## config.mk

```make
export PLATFORM = sky130hd
export DESIGN_NAME = project_mux
export DESIGN_NICKNAME = d
export VERILOG_FILES = /design/src/rtl/project_mux_pkg.sv /design/src/rtl/project_mux_wb_regs.sv /design/src/rtl/project_mux.sv
export SDC_FILE = /design/constraint.sdc
export NUM_CORES = 1
export LEC_CHECK = 0
export ABC_CLOCK_PERIOD_IN_PS = 2300
export BUFFER_PORTS_ARGS = -buffer_cell sky130_fd_sc_hd__buf_2
export CORE_AREA = 2 2 306 308
export CTS_BUF_LIST = sky130_fd_sc_hd__clkbuf_4 sky130_fd_sc_hd__clkbuf_8
export CTS_CLUSTER_DIAMETER = 30
export DETAILED_ROUTE_END_ITERATION = 10
export DIE_AREA = 0 0 308 310
export PLACE_DENSITY = 0.3
export SLEW_MARGIN = 10
export SYNTH_ARGS = -nofsm -noshare
export SYNTH_HDL_FRONTEND = slang
export SYNTH_SLANG_ARGS = --single-unit
```

## constraint.sdc

```tcl
create_clock -name wb_clk_i -period 2.3 [get_ports wb_clk_i]
set_input_delay 0.345 -clock wb_clk_i [delete_from_list [all_inputs] [get_ports wb_clk_i]]
set_output_delay 0.345 -clock wb_clk_i [all_outputs]
set_load 0.01 [all_outputs]
```

## src/rtl/project_mux_pkg.sv

```systemverilog
// Shared definitions for the project IO multiplexer: FSM state encoding,
// Wishbone register offsets and the SEL/STATUS bit-field layout.
package project_mux_pkg;

  localparam int unsigned IDX_W = 5;   // project index field width
  localparam int unsigned CNT_W = 16;  // saturating switch counter width

  // Register offsets relative to BASE_ADDR
  localparam logic [31:0] SEL_OFFSET    = 32'h0000_0000;
  localparam logic [31:0] STATUS_OFFSET = 32'h0000_0004;

  // SEL layout
  localparam int unsigned SEL_IDX_LSB = 0;
  localparam int unsigned SEL_EN_BIT  = 7;

  // STATUS layout
  localparam int unsigned ST_IDX_LSB   = 0;
  localparam int unsigned ST_STATE_LSB = 5;
  localparam int unsigned ST_ERR_BIT   = 7;
  localparam int unsigned ST_PEND_BIT  = 8;
  localparam int unsigned ST_CNT_LSB   = 16;

  typedef enum logic [1:0] {
    ST_IDLE  = 2'd0,
    ST_RUN   = 2'd1,
    ST_DRAIN = 2'd2,
    ST_ARM   = 2'd3
  } mux_state_e;

  // Accepted selection as held in the SEL register
  typedef struct packed {
    logic             en;
    logic [IDX_W-1:0] idx;
  } sel_t;

  // Assemble the STATUS word from its fields
  function automatic logic [31:0] pack_status(
    input logic [IDX_W-1:0] cur,
    input logic [1:0]       st,
    input logic             err,
    input logic             pend,
    input logic [CNT_W-1:0] cnt
  );
    logic [31:0] s;
    s = 32'h0;
    s[ST_IDX_LSB +: IDX_W]   = cur;
    s[ST_STATE_LSB +: 2]     = st;
    s[ST_ERR_BIT]            = err;
    s[ST_PEND_BIT]           = pend;
    s[ST_CNT_LSB +: CNT_W]   = cnt;
    return s;
  endfunction

endpackage

```

## src/rtl/project_mux_wb_regs.sv

```systemverilog
// Wishbone slave for the project mux: address decode, single-cycle ack,
// SEL register, sticky error flag and STATUS readback.
// Ports:
//   wb_clk_i/wb_rst_i  clock, synchronous active-high reset
//   wbs_*              Wishbone slave interface
//   cur_idx_i, state_i, pending_i, switches_i  live status from the FSM
//   sel_wr_c, sel_en_c, sel_idx_c              accepted SEL write (combinational pulse)
module project_mux_wb_regs
  import project_mux_pkg::*;
#(
  parameter int unsigned NUM_PROJECTS = 8,
  parameter logic [31:0] BASE_ADDR    = 32'h3000_0000
) (
  input  logic             wb_clk_i,
  input  logic             wb_rst_i,
  input  logic             wbs_stb_i,
  input  logic             wbs_cyc_i,
  input  logic             wbs_we_i,
  input  logic [3:0]       wbs_sel_i,
  input  logic [31:0]      wbs_dat_i,
  input  logic [31:0]      wbs_adr_i,
  output logic             wbs_ack_o,
  output logic [31:0]      wbs_dat_o,
  input  logic [IDX_W-1:0] cur_idx_i,
  input  logic [1:0]       state_i,
  input  logic             pending_i,
  input  logic [CNT_W-1:0] switches_i,
  output logic             sel_wr_c,
  output logic             sel_en_c,
  output logic [IDX_W-1:0] sel_idx_c
);

  logic        ack_q, ack_d;
  logic [31:0] dat_q, dat_d;
  sel_t        sel_q, sel_d;
  logic        err_q, err_d;

  logic hit_c, is_sel_c, is_status_c, wr_sel_c, bad_idx_c;
  logic unused_bits;

  assign unused_bits = ^{wbs_sel_i[3:1], wbs_dat_i[31:8], wbs_dat_i[6:5]};

  // Decode; a pending ack blocks the next hit so a held strobe is acked once
  // per two cycles rather than continuously.
  always_comb begin
    is_sel_c    = (wbs_adr_i == BASE_ADDR + SEL_OFFSET);
    is_status_c = (wbs_adr_i == BASE_ADDR + STATUS_OFFSET);
    hit_c       = wbs_stb_i & wbs_cyc_i & ~ack_q & (is_sel_c | is_status_c);
    wr_sel_c    = hit_c & wbs_we_i & is_sel_c & wbs_sel_i[0];
    sel_idx_c   = wbs_dat_i[SEL_IDX_LSB +: IDX_W];
    sel_en_c    = wbs_dat_i[SEL_EN_BIT];
    bad_idx_c   = sel_en_c & ({{(32-IDX_W){1'b0}}, sel_idx_c} >= 32'(NUM_PROJECTS));
    sel_wr_c    = wr_sel_c & ~bad_idx_c;
  end

  // Register next-state: SEL holds last accepted value, err is sticky
  always_comb begin
    ack_d = hit_c;
    dat_d = 32'h0;
    sel_d = sel_q;
    err_d = err_q;
    if (sel_wr_c) begin
      sel_d.en  = sel_en_c;
      sel_d.idx = sel_idx_c;
      err_d     = 1'b0;
    end else if (wr_sel_c) begin
      err_d = 1'b1;
    end
    if (hit_c && !wbs_we_i) begin
      if (is_status_c)
        dat_d = pack_status(cur_idx_i, state_i, err_q, pending_i, switches_i);
      else
        dat_d = {24'h0, sel_q.en, 2'b00, sel_q.idx};
    end
  end

  always_ff @(posedge wb_clk_i) begin
    if (wb_rst_i) begin
      ack_q <= 1'b0;
      dat_q <= 32'h0;
      sel_q <= '0;
      err_q <= 1'b0;
    end else begin
      ack_q <= ack_d;
      dat_q <= dat_d;
      sel_q <= sel_d;
      err_q <= err_d;
    end
  end

  assign wbs_ack_o = ack_q;
  assign wbs_dat_o = dat_q;

endmodule

```

## src/rtl/project_mux.sv

```systemverilog
// Project IO multiplexer: owns the user IO, one-hot enables the selected
// project and registers its io_out/io_oeb onto the pads. Switching passes
// through a guard window with all pads tristated, then one arm cycle where
// the new project is active but not yet driving the pads.
// Ports:
//   wb_clk_i/wb_rst_i    clock, synchronous active-high reset
//   wbs_*                Wishbone slave (SEL at BASE+0, STATUS at BASE+4)
//   proj_io_out/oeb      packed per-project IO, project p at [p*IO_W +: IO_W]
//   active               one-hot (or zero) project enable
//   io_out/io_oeb        pad outputs (oeb 1 = input)
module project_mux
  import project_mux_pkg::*;
#(
  parameter int unsigned NUM_PROJECTS = 8,
  parameter int unsigned IO_W         = 38,
  parameter int unsigned GUARD_CYCLES = 4,
  parameter logic [31:0] BASE_ADDR    = 32'h3000_0000
) (
  input  logic                         wb_clk_i,
  input  logic                         wb_rst_i,
  input  logic                         wbs_stb_i,
  input  logic                         wbs_cyc_i,
  input  logic                         wbs_we_i,
  input  logic [3:0]                   wbs_sel_i,
  input  logic [31:0]                  wbs_dat_i,
  input  logic [31:0]                  wbs_adr_i,
  output logic                         wbs_ack_o,
  output logic [31:0]                  wbs_dat_o,
  input  logic [NUM_PROJECTS*IO_W-1:0] proj_io_out,
  input  logic [NUM_PROJECTS*IO_W-1:0] proj_io_oeb,
  output logic [NUM_PROJECTS-1:0]      active,
  output logic [IO_W-1:0]              io_out,
  output logic [IO_W-1:0]              io_oeb
);

  localparam int unsigned GUARD_W = (GUARD_CYCLES > 1) ? $clog2(GUARD_CYCLES) : 1;
  localparam logic [GUARD_W-1:0] GUARD_LOAD = GUARD_W'(GUARD_CYCLES - 1);

  mux_state_e             state_q, state_d;
  logic [IDX_W-1:0]       cur_q, cur_d;
  logic [IDX_W-1:0]       next_idx_q, next_idx_d;
  logic                   next_en_q, next_en_d;
  logic                   pending_q, pending_d;
  logic [GUARD_W-1:0]     guard_q, guard_d;
  logic [CNT_W-1:0]       switches_q, switches_d;
  logic [NUM_PROJECTS-1:0] active_q, active_d;
  logic [IO_W-1:0]        io_out_q, io_out_d;
  logic [IO_W-1:0]        io_oeb_q, io_oeb_d;

  logic                   sel_wr_c;
  logic                   sel_en_c;
  logic [IDX_W-1:0]       sel_idx_c;

  project_mux_wb_regs #(
    .NUM_PROJECTS (NUM_PROJECTS),
    .BASE_ADDR    (BASE_ADDR)
  ) u_regs (
    .wb_clk_i   (wb_clk_i),
    .wb_rst_i   (wb_rst_i),
    .wbs_stb_i  (wbs_stb_i),
    .wbs_cyc_i  (wbs_cyc_i),
    .wbs_we_i   (wbs_we_i),
    .wbs_sel_i  (wbs_sel_i),
    .wbs_dat_i  (wbs_dat_i),
    .wbs_adr_i  (wbs_adr_i),
    .wbs_ack_o  (wbs_ack_o),
    .wbs_dat_o  (wbs_dat_o),
    .cur_idx_i  (cur_q),
    .state_i    (state_q),
    .pending_i  (pending_q),
    .switches_i (switches_q),
    .sel_wr_c   (sel_wr_c),
    .sel_en_c   (sel_en_c),
    .sel_idx_c  (sel_idx_c)
  );

  // Next-state logic for the switch sequencer
  always_comb begin
    state_d    = state_q;
    cur_d      = cur_q;
    next_idx_d = next_idx_q;
    next_en_d  = next_en_q;
    pending_d  = pending_q;
    guard_d    = guard_q;
    switches_d = switches_q;

    case (state_q)
      ST_IDLE: begin
        // A disable write while idle has nothing to tear down
        if (sel_wr_c && sel_en_c) begin
          state_d    = ST_DRAIN;
          next_idx_d = sel_idx_c;
          next_en_d  = 1'b1;
          guard_d    = GUARD_LOAD;
        end
      end
      ST_RUN: begin
        if (sel_wr_c) begin
          state_d    = ST_DRAIN;
          next_idx_d = sel_idx_c;
          next_en_d  = sel_en_c;
          guard_d    = GUARD_LOAD;
        end
      end
      ST_DRAIN: begin
        if (sel_wr_c) begin
          next_idx_d = sel_idx_c;
          next_en_d  = sel_en_c;
          pending_d  = 1'b1;
        end
        if (guard_q == '0) begin
          // A write landing on the expiry cycle restarts the guard window
          if (sel_wr_c) begin
            guard_d = GUARD_LOAD;
          end else begin
            pending_d = 1'b0;
            if (next_en_q) begin
              state_d = ST_ARM;
              cur_d   = next_idx_q;
            end else begin
              state_d = ST_IDLE;
            end
          end
        end else begin
          guard_d = guard_q - GUARD_W'(1);
        end
      end
      ST_ARM: begin
        if (sel_wr_c) begin
          state_d    = ST_DRAIN;
          next_idx_d = sel_idx_c;
          next_en_d  = sel_en_c;
          guard_d    = GUARD_LOAD;
        end else begin
          state_d = ST_RUN;
          if (switches_q != {CNT_W{1'b1}})
            switches_d = switches_q + CNT_W'(1);
        end
      end
      default: state_d = ST_IDLE;
    endcase
  end

  // Outputs follow the next state so active and the pads change together
  always_comb begin
    active_d = '0;
    io_out_d = '0;
    io_oeb_d = '1;
    if (state_d == ST_RUN || state_d == ST_ARM)
      active_d = NUM_PROJECTS'(1) << cur_d;
    // RUN is only entered from ARM or RUN, so cur is already stable here
    if (state_d == ST_RUN) begin
      io_out_d = proj_io_out[32'(cur_q) * IO_W +: IO_W];
      io_oeb_d = proj_io_oeb[32'(cur_q) * IO_W +: IO_W];
    end
  end

  always_ff @(posedge wb_clk_i) begin
    if (wb_rst_i) begin
      state_q    <= ST_IDLE;
      cur_q      <= '0;
      next_idx_q <= '0;
      next_en_q  <= 1'b0;
      pending_q  <= 1'b0;
      guard_q    <= '0;
      switches_q <= '0;
      active_q   <= '0;
      io_out_q   <= '0;
      io_oeb_q   <= '1;
    end else begin
      state_q    <= state_d;
      cur_q      <= cur_d;
      next_idx_q <= next_idx_d;
      next_en_q  <= next_en_d;
      pending_q  <= pending_d;
      guard_q    <= guard_d;
      switches_q <= switches_d;
      active_q   <= active_d;
      io_out_q   <= io_out_d;
      io_oeb_q   <= io_oeb_d;
    end
  end

  assign active = active_q;
  assign io_out = io_out_q;
  assign io_oeb = io_oeb_q;

endmodule

```

## After elaboration in Yosys (flattened, before gate mapping)

Cells that the tools add are included.

- Flip-flop bits (word level): 156
- Bits in writable memories: 0
- Bits in latches: 0
- Memories: 0
- ROM bits: 0

- Multiply operators: 1
- Bitwise gates (word level): 16
- Add/sub/neg operators: 2
- Div/mod/pow operators: 0
- Equal/unequal tests: 10
- Muxes and demuxes: 25
- Shift operators: 3
- Reduce and logical (&&, ||, !) cells: 15
- Magnitude comparators: 1

Operators with widths:

| cell | number |
|---|---|
| indexed part select 304 x 12 -> 38 bit | 2 |
| == test 32 x 30 -> 1 bit, second input constant | 2 |
| 2-to-1 mux 5 bit | 6 |
| 2-to-1 mux 2 bit | 9 |
| adder 16 x 1 -> 16 bit, second input constant | 1 |
| inequality test 16 bit, second input constant | 1 |
| multiplier 5 x 5 -> 10 bit, second input constant | 1 |
| one-hot mux 5 bit (2 select lines) | 1 |
| OR reduction 2 bit | 5 |
| AND 1 bit | 8 |
| 2-to-1 mux 8 bit | 1 |
| one-hot mux 2 bit (4 select lines) | 1 |
| left shift 1 x 5 -> 8 bit, first input constant | 1 |
| NOT 1 bit | 7 |
| == test 2 bit, second input constant | 3 |
| one-hot mux 2 bit (3 select lines) | 1 |
| OR reduction 3 bit | 2 |
| >= comparator 5 x 4 -> 1 bit, second input constant | 1 |
| 2-to-1 mux 1 bit | 5 |
| == test 2 x 1 -> 1 bit, second input constant | 2 |
| logical NOT 2 bit | 2 |
| AND reduction 3 bit | 1 |
| logical AND 1 bit | 2 |
| inequality test 2 x 1 -> 1 bit, second input constant | 1 |
| 7 further kinds | 7 |

## Depth between registers and ports, before layout

Gate-level depths: netlist of run 1.

- Word-level depth: 14
- Depth in mapped cells: 8

## Modules after synthesis

From an unflattened synthesis of run 1, not the netlist that was laid out.

- Cells, all modules: 807
- Area, all modules: 9771.9 um^2

Modules (own cells, without submodules):

| module | cells each | seq. area each (um^2) | times used | area each (um^2) |
|---|---|---|---|---|
| project_mux | 667 | 2322.2 | 1 | 8145.3 |
| project_mux_wb_regs | 140 | 660.6 | 1 | 1626.6 |

## Least setup slack after synthesis of run 1

OpenSTA, ideal clock, no wires.

- Path kind: input -> register
- Start: input port wbs_adr_i[2]
- End: register guard_q[0]
- Required time: 2234 ps
- Data arrival time: 2053 ps
- Slack: 181 ps
- Stages: 7
- Library setup time: 66 ps
- Cells stage by stage: buf_2 > or4_4 > buf_6 > or3_1 > buf_6 > a221o_1 > a21oi_2

- Cells in the longest elaborated chain, start to end: 10
- Elaborated cells between the ends (all ways): 13

RTL lines:

| item | RTL line | text |
|---|---|---|
| from (decl) | project_mux.sv:26 | `input logic [31:0] wbs_adr_i,` |
| == test 32 x 30 -> 1 bit, on equally long branches | project_mux_wb_regs.sv:46, project_mux_wb_regs.sv:47 |  |
| bitwise OR 1 bit | project_mux_wb_regs.sv:48 | `hit_c = wbs_stb_i & wbs_cyc_i & ~ack_q & (is_sel_c \| is_status_c);` |
| AND 1 bit | project_mux_wb_regs.sv:48 |  |
| AND 1 bit | project_mux_wb_regs.sv:49 | `wr_sel_c = hit_c & wbs_we_i & is_sel_c & wbs_sel_i[0];` |
| AND 1 bit * (2 in series) | project_mux_wb_regs.sv:49 |  |
| AND 1 bit * | project_mux_wb_regs.sv:53 | `sel_wr_c = wr_sel_c & ~bad_idx_c;` |
| 2-to-1 mux 2 bit (2 in series) | n/a |  |
| one-hot mux 2 bit (3 select lines) | n/a |  |
| to (signal assigned) | project_mux.sv:176 | `guard_q <= guard_d;` |
| to (decl) | project_mux.sv:44 | `logic [GUARD_W-1:0] guard_q, guard_d;` |

Every way passes the cells marked *; elsewhere a longest branch is shown, timed or not.
A chain may end at the register's enable or synchronous reset.

## Final worst setup path of run 1

- Start: input port wbs_dat_i[3]
- End: register switches_q[9]

- Cells in the longest elaborated chain, start to end: 6

RTL lines:

| item | RTL line | text |
|---|---|---|
| from (decl) | project_mux.sv:25 | `input logic [31:0] wbs_dat_i,` |
| >= comparator 5 x 4 -> 1 bit | project_mux_wb_regs.sv:52 | `bad_idx_c = sel_en_c & ({{(32-IDX_W){1'b0}}, sel_idx_c} >= 32'(NUM_PROJECTS));` |
| AND 1 bit | project_mux_wb_regs.sv:52 |  |
| NOT 1 bit | project_mux_wb_regs.sv:53 |  |
| AND 1 bit | project_mux_wb_regs.sv:53 |  |
| NOT 1 bit (no line) | n/a |  |
| AND reduction 3 bit (no line) | n/a |  |
| to (signal assigned) | project_mux.sv:177 | `switches_q <= switches_d;` |
| to (decl) | project_mux.sv:45 | `logic [CNT_W-1:0] switches_q, switches_d;` |

Every way passes these cells.

==> results, run 1 <==
- Of all cell types, the one taking the most synthesized area is mux4_2.
- The cell area that synthesis handed to floorplanning was 9430 sq um.
- Across the VDD grid, the largest voltage drop is 0.000302 V.
- The number of global-route vias before repair was 11.0k.
- The final number of hold-violating endpoints is 0.
- The number of clock sinks is 149.
- The first-pass detailed-route iteration total is 4.
- From synthesis to final layout, the design area changed by 63.8%.
- Sorting the synthesized cells by how often they occur yields 152 x mux4_2, 149 x dfxtp_1, 101 x nand2_1, 63 x a21oi_1, 55 x mux2i_1.
- The fraction of the yosys area taken by sequential cells is 31.6%.
- The slack of the worst reg-to-reg path is 0.23 ns.
- The fraction of synthesis flops using an asynchronous set or reset pin is 0%.
- The initial antenna violation count was 19.
- The buffer and inverter count on the worst path is 4.
- The die covers 95500 sq um.
- Summed over all layers, the global routing overflow is 0.
- Setup violations remaining at the end of the flow were counted as 0.
- The wire length of the first global-routing pass is 77100 microns.
- Entering global routing, the biggest net connects 48 pins.
- For this run, the slowest stage of the critical path takes 0.56 ns.
- The flow ran to the end, and the final reports show no timing, DRC or antenna violations.
- The fraction of final layout cells sized beyond drive strength 1 is 64.2%.
- The element type at the critical path start is a primary input.
- Setup repair after global routing left no endpoint under its margin.
- After floorplanning, the core was divided into 112 placement rows.
- The clock transition at the registers of the reported paths is 0.12 ns.
- For the pin with the worst max-slew slack, the measured transition is 0.932 ns.
- For this design, the slowest cell found on the critical path is or4_4.
- The later pin in the worst-skew pair is clocked with a latency of 0.56 ns.
- From left edge to right edge, the die measures 308 microns.
- For the worst setup path, the data required time is 2.75 ns.
- The TritonCTS clock tree is yes.
- During synthesis, Yosys emitted a total of 0 warnings.
- After synthesis the netlist holds a flip-flop and latch count of 149.
- The DRC violations left is 0.
- After layout, the worst setup slack is 0.0913 ns.
- Once the floorplan was initialized, standard cells occupied 10.2% of the core.
- Data on the critical path arrives at its endpoint at 2.66 ns.
- The final antenna-violating net count is 0.
- The clock passes through at most 2 buffers.
- Yosys mapped a number of flops with a built-in enable equal to 0.
- The minimum setup slack after placement is -0.0636 ns.
- Once placement completed, the tool counted placed cells totaling 2762.
- The most used flip-flop cell after synthesis is dfxtp_1.
- Measured along the y axis, the die boundary spans 310 microns.
- The region available for standard cell placement spans 92500 sq um.
- The distinct cell type count of the synthesized netlist is 51.
- The root buffer cell chosen for the clock tree is clkbuf_8.
- The worst slew slack as a fraction of its limit is 37.9%.
- The number of buffers added by the clock tree synthesis step is 17.
- The starting DRC count in detailed routing is 600.
- The clock tree synthesis step divided the H-tree into 4 levels.
- The kind of capture point of the worst setup path is a flop.
- The top fanout value on the critical path is 26.
- The worst path in the final design needs a cycle of 2.21 ns, including I/O delays and setup.
- The cell family contributing the most delay on the critical path is buffers and inverters.
- In the routed layout, each cell is associated on average with a via count of 3.74.
- The number of setup buffers added after CTS is 0.
- Pin placement for this block handled 798 I/O pins.
- The mean routed wirelength per cell is 20.3 microns.
- The number of cells upsized or downsized after cts is 0.
- The share of the synthesized area in the top cell type is 36.3%.
- The final max-slew violation count is 0.
- For this design the ratio of total power to cell area is 380 nW/um^2.
- Walking the worst path, the cells encountered are dlygate4sd3_1, buf_2, o21a_1, or4_4, nor3_4, buf_12, buf_12, nor4_1, mux2_2.
- The leakage power is 6.69 nW.
- The final setup skew is 0.0220 ns.
- The number of buffer cells added on primary ports is 761.
- In this run the mean area of a mapped cell was 11.4 sq um.
- The type of the worst setup path is in2reg.
- Leaving out filler cells and counting taps, the final layout contains 2801.
- The most numerous cell type found on the critical path is buf_12.
- Derived from the worst setup path, the maximum achievable clock frequency is 453 MHz.
- The max capacitance violation total is 0.
- In the synthesized netlist, the number of instances is 824.
- The last weighted congestion value of the routability-driven placer is 0.874.
- The post-layout net count is 2271.
- Once detailed placement completed, the half-perimeter wirelength came to 48500 microns.
- Yosys instantiated no cell more often than mux4_2.
- For this block, the routed nets add up to 56900 microns of wire.
- The type of the most critical hold path is in2reg.
- The ratio of final minimum period to clock period is 96.0%.
- After synthesis, the cell types taking the most area are mux4_2 36%, dfxtp_1 32%, mux2i_1 5.8%.
- For this block, the via count after detailed routing is 10.5k.
- For this run, the total global-route usage over all layers was measured as 11.4%.
-- layout by cell type (no fill, tap or decap), drive strengths merged, types with 8 or more instances in the layout --
| cell | instances |
|---|---|
| buf | 819 |
| nand2 | 101 |
| mux4 | 152 |
| nand4 | 8 |
| clkbuf | 19 |
| nor2b | 13 |
| mux2i | 55 |
| o21ai | 43 |
| nor4 | 12 |
| o2111ai | 8 |
| nor3 | 11 |
| a21oi | 64 |
| and2 | 18 |
| inv | 13 |
| dfxtp | 149 |
| nor2 | 38 |
| or3 | 9 |
| mux2 | 9 |
-- worst reg2reg max path, stage by stage (launching register included) --
cell and delay [ns]:
dfxtp_1 0.39, ha_1 0.23, and3_1 0.21, nand4_1 0.11, o211ai_1 0.13, buf_12 0.19, or4b_2 0.61, a21oi_1 0.15
-- metrics by stage --
step / area [sq um] / TNS, ns / total power [mW] / hold slack [ns] / util, %
2_1_floorplan: 9450 / 0 / 2.91 / 0.427 / -
3_3_place_gp: 15000 / 0 / 3.58 / 0.442 / 16.2
3_5_place_dp: 15000 / -0.614 / 3.58 / 0.444 / 16.2
4_1_cts: 15400 / 0 / 6.09 / 0.0219 / 16.7
5_1_grt: 15400 / 0 / 6.23 / 0.0667 / 16.7
6_report: 15400 / 0 / 5.87 / 0.118 / 16.7
-- timing repair --
item                                    in CTS  in global routing
hold endpoints to repair                     8                  0
hold buffers                                 5                  0
endpoints found under the setup margin       0                  2
-- registers in the layout (all words and copies together) (netlist names) --
signal,cells
active,8
cur_q,5
guard_q,2
io_oeb,38
io_out,38
next_en_q,1
next_idx_q,5
pending_q,1
state_q,2
switches_q,16
u_regs.err_q,1
u_regs.sel_q,6
u_regs.wbs_ack_o,1
u_regs.wbs_dat_o,25
-- kinds of logic after synthesis --
logic type               count (synthesis)  share of synthesized area (%)
AO/OA/AOI/OAI                          127                           7.76
buffers and inverters                   89                           4.43
AND/OR/NAND/NOR                        241                           12.8
adder cells (fa/ha/maj)                  1                          0.133
flip-flops                             149                           31.6
other                                    1                         0.0398
multiplexers                           216                           43.2
-- area by class of cell --
type	instances	area, sq um
multi-input combinational	592	6060
fill	10447	77000
clock inverter	13	156
tap	1197	1500
clock buffer	19	255
inverter	5	21.3
sequential	149	2990
timing repair buffer	824	4460
antenna	2	5.00
-- worst paths after layout --
| kind | start | end | cells after the start |
|---|---|---|---|
| worst max register to register | switches_q[0] | switches_q[5] | 7 |
| worst max-delay path | wbs_dat_i[3] | switches_q[9] | 9 |
| worst min-delay path | wbs_dat_i[7] | u_regs.sel_q[5] | 3 |
| worst min register to register | pending_q | pending_q | 2 |
-- where the power goes --
part / leakage, nW / switching (mW) / internal (mW) / total, mW
clock network: 0.212 / 1.38 / 0.953 / 2.33
logic: 5.27 / 0.358 / 0.600 / 0.957
registers: 1.20 / 0.00000000000390 / 2.58 / 2.58
-- per-layer routing --
layer | vias to the layer above | track usage (%) | part of all wire [%]
li1 | 4710 | - | -
met2 | 474 | 19.0 | 50
met5 | - | 0 | 0.088
met3 | 65 | 3.96 | 7.8
met1 | 5211 | 13.8 | 40
met4 | 8 | 3.18 | 2.1
(Power assumes the default switching activity.)
==> inputs of run 2 (changes only) <==
--- a/config.mk
+++ b/config.mk
@@ -12,7 +12,7 @@
 export CTS_CLUSTER_DIAMETER = 30
 export DETAILED_ROUTE_END_ITERATION = 10
 export DIE_AREA = 0 0 308 310
-export PLACE_DENSITY = 0.3
+export PLACE_DENSITY = 0.33
 export SLEW_MARGIN = 10
 export SYNTH_ARGS = -nofsm -noshare
 export SYNTH_HDL_FRONTEND = slang
==> run 2 against run 1 <==
Global-route usage shrank 0.41 points. Sequential share of layout area about the same. Power down 0.26%. Sequential power about the same. Combinational power fell by 1%. Routed wire length decreased by 2.3%. Flip-flop and latch count unchanged. Utilization barely moved. Register-to-register slack lost 0.08 ns. Clock power about the same. Critical path depth decreased by 3.
==> results, run 2 (synthesis gave the netlist of run 1 again) <==
- The flow ran to the end, and the final reports show no timing, DRC or antenna violations.
- The buffer and inverter count on the worst path is 1 (-3).
- The type of the worst setup path is reg2reg.
- The library cells used most frequently in the layout, excluding fill and tap cells, are 761 x buf_2, 152 x mux4_2, 146 x dfxtp_1, 101 x nand2_1, 63 x a21oi_1.
- The starting DRC count in detailed routing is 492 (-18%).
- The area enclosed by the die boundary is 95500 sq um (unchanged).
- The share of power burned in the clock network is 39.8% (about the same).
- The vias after detailed routing is 10.4k (-0.63%).
- The worst setup path is captured at a flop.
- The first-pass detailed-route iteration total is 5 (+1).
- The number of buffer cells added on primary ports is 761 (unchanged).
- The worst hold path terminates at u_regs.sel_q[4].
- The leading cell type in the layout, fill and taps excluded is buf_2.
- The startpoint identified for the worst hold timing path is wbs_dat_i[4].
- The total overflow reported by the global router is 0 (unchanged).
- The final setup skew was 0.0246 ns (+0.00262 ns).
- The pin count of the biggest net entering global routing was 50 (+4.2%).
- Setup repair after global routing left no endpoint under its margin.
- The core outline area is 92500 sq um (unchanged).
- The number of clock sinks is 149 (unchanged).
- The worst slew slack as a fraction of its limit was 40.2% (+2.3 points).
- The total power is 5.85 mW (-0.26%).
- The total of endpoints with negative setup slack in the final report is 0 (unchanged).
- The relative contribution of combinational cells to total power came to 16.2% (about the same).
- The switching power came to 1.75 mW (+0.65%).
- The reg-to-reg endpoint is guard_q[0].
- The height of the die is 310 microns (unchanged).
- The number of buffers added by the clock tree synthesis step was 17 (unchanged).
- The required time of the worst setup path was 2.81 ns (+0.06 ns).
- The final number of hold-violating endpoints was 0 (unchanged).
- The element type at the critical path start is a flop.
- The vias per cell came to 3.71 (-0.70%).
- The power density over cell area is 379 nW/um^2 (-0.27%).
- The synthesis-to-layout area growth is 63.8% (about the same).
- The count of cells along the worst hold path came to 4 (+1).
- The routed wire length is 55600 microns (-2.3%).
- The post-layout net count came to 2272 (+0.044%).
- Walking the worst path, the cells encountered are nand3b_1, or4_4, buf_4, or3_1, a221o_1, a21oi_2.
- The path class of the tightest hold or removal check is in2reg.
- The slack of the worst reg-to-reg path is 0.15 ns (-0.08 ns).
- The number of global-route vias before repair is 11.1k (+0.44%).
- The leakage power is 6.69 nW (about the same).
- The largest vdd supply drop is 0.000371 V (+23%).
- The start of the worst register-to-register path is u_regs.wbs_ack_o.
- The cell family contributing the most delay on the critical path is simple AND/OR/NAND/NOR gates.
- The total half-perimeter wirelength after legalization and detailed placement is 46800 microns (-3.5%).
- The area of placed instances is 14900 sq um (-0.36%).
- The maximum level of the CTS H-tree is 4 (unchanged).
- The wire length of the first global-routing pass is 74900 microns (-3.0%).
- The number of rows created at floorplan is 112 (unchanged).
- The highest achievable clock rate was 465 MHz (+2.7%).
- The ratio of final minimum period to clock period was 93.5% (-2.5 points).
- The final max-slew violation count came to 0 (unchanged).
- The global router's overall resource usage is 11.0% (-0.41 points).
- The final period demand of the worst path is 2.15 ns (-0.0585 ns).
- The number of top-level design ports is 798 (unchanged).
- The initial antenna violation count was 14 (-5).
- The net switching share of the total power was 29.9% (+0.27 points).
- The final antenna-violating net count is 0 (unchanged).
- The DRC violations left is 0 (unchanged).
- The proportion of power drawn by flip-flops and latches was 44.0% (about the same).
- The last weighted congestion value of the routability-driven placer was 0.872 (-0.23%).
- The clock transition at the registers of the reported paths is 0.12 ns (about the same).
- In this run the clock root is driven by a clkbuf_8.
- The clock latency on the worst-skew pair is 0.56 ns (about the same).
- The critical path's slowest cell is or4_4.
- The peak per-stage delay on the critical path came to 0.54 ns (-0.02 ns).
- The final design instance area without fill is 15400 sq um (about the same).
- The smallest hold slack came to 0.183 ns (+0.0651 ns).
- The initial standard-cell utilization of the core is 10.2% (unchanged).
- TritonCTS built the clock tree.
- The critical path arrival is 2.66 ns (about the same).
- The worst-margin pin slew is 0.897 ns (-0.0345 ns).
- The mean routed wirelength per cell came to 19.8 microns (-2.4%).
- The fraction of final layout cells sized beyond drive strength 1 was 64.3% (+0.085 points).
- The internal power of the cells came to 4.10 mW (-0.65%).
- The number of fill cells was 10.5k (+0.086%).
- The max capacitance violation total is 0 (unchanged).
- The top fanout value on the critical path is 4 (-85%).
- The x dimension of the die came to 308 microns (unchanged).
- The maximum count of clock buffers along a single path came to 2 (unchanged).
- The worst reg2reg path depth was 6 (-1).
run 2: changes by cell type in the layout (fill, tap and decap cells not counted), sizes merged:
cell / before / now
clkinvlp: 0 / 1
dlygate4sd3: 5 / 4
diode: 2 / 3
clkinv: 4 / 6
clkbuf: 19 / 18
buf: 819 / 820
inv: 13 / 12
run 2: worst max-delay path by stage:
stage | to | from | cells past startpoint | slack [ns]
global placement | guard_q[0] | wbs_adr_i[8] | 7 | -0.11
global route | active[5] | u_regs.wbs_ack_o | 6 | 0.04
floorplan | guard_q[0] | wbs_adr_i[2] | 7 | 0.18
detailed placement | guard_q[0] | wbs_adr_i[8] | 7 | -0.10
finish | guard_q[0] | u_regs.wbs_ack_o | 6 | 0.15
CTS | active[5] | u_regs.wbs_ack_o | 6 | 0.1
run 2: metal layers:
metal / part of all wire [%] / wire length (microns) / GRT usage [%]
met1: 41 / 22700 / 13.5
met2: 49 / 27100 / 17.8
met3: 8.3 / 4610 / 4.08
met4: 1.9 / 1080 / 3.20
met5: 0.047 / 26 / 0
run 2: tightest hold or removal path, delay by kind of cell:
family / cells / cell delay [ns]
buffers and inverters: 2 / 0.25
AND/OR/NAND/NOR: 1 / 0.05
AO/OA/AOI/OAI: 1 / 0.05
run 2: cell type report:
| class | instances | area [sq um] | area share (%) |
|---|---|---|---|
| Tap cell | 1197 | 1500 | 9.70 |
| Inverter | 5 | 21.3 | 0.138 |
| Timing Repair Buffer | 825 | 4440 | 28.8 |
| Sequential cell | 149 | 2990 | 19.4 |
| Clock inverter | 15 | 188 | 1.22 |
| Antenna cell | 3 | 7.51 | 0.0486 |
| Multi-Input combinational cell | 592 | 6060 | 39.2 |
| Clock buffer | 17 | 234 | 1.52 |
run 2: what timing repair did:
item,CTS,global route
setup endpoints to repair,0,3
gates resized for setup,0,1
hold buffers,4,0
setup buffers,0,3
hold endpoints to repair,6,0
run 2: through the flow:
step	utilization [%]	TNS [ns]	instances	setup WS, ns
after global placement	16.1	-0.868	2760	-0.109
after CTS	16.6	0	2796	0.0994
after detailed placement	16.1	-0.794	2760	-0.103
after floorplan	-	0	830	0.181
after global routing	16.7	0	2801	0.0357
final	16.7	0	2803	0.150
run 2: power groups by stage:
stage | logic, mW | registers [mW] | clock network (mW)
after CTS | 0.949 | 2.58 | 2.53
after global placement | 0.929 | 2.64 | 0
after global routing | 1.02 | 2.58 | 2.58
after floorplan | 0.276 | 2.64 | 0
after detailed placement | 0.939 | 2.64 | 0
final | 0.946 | 2.58 | 2.33
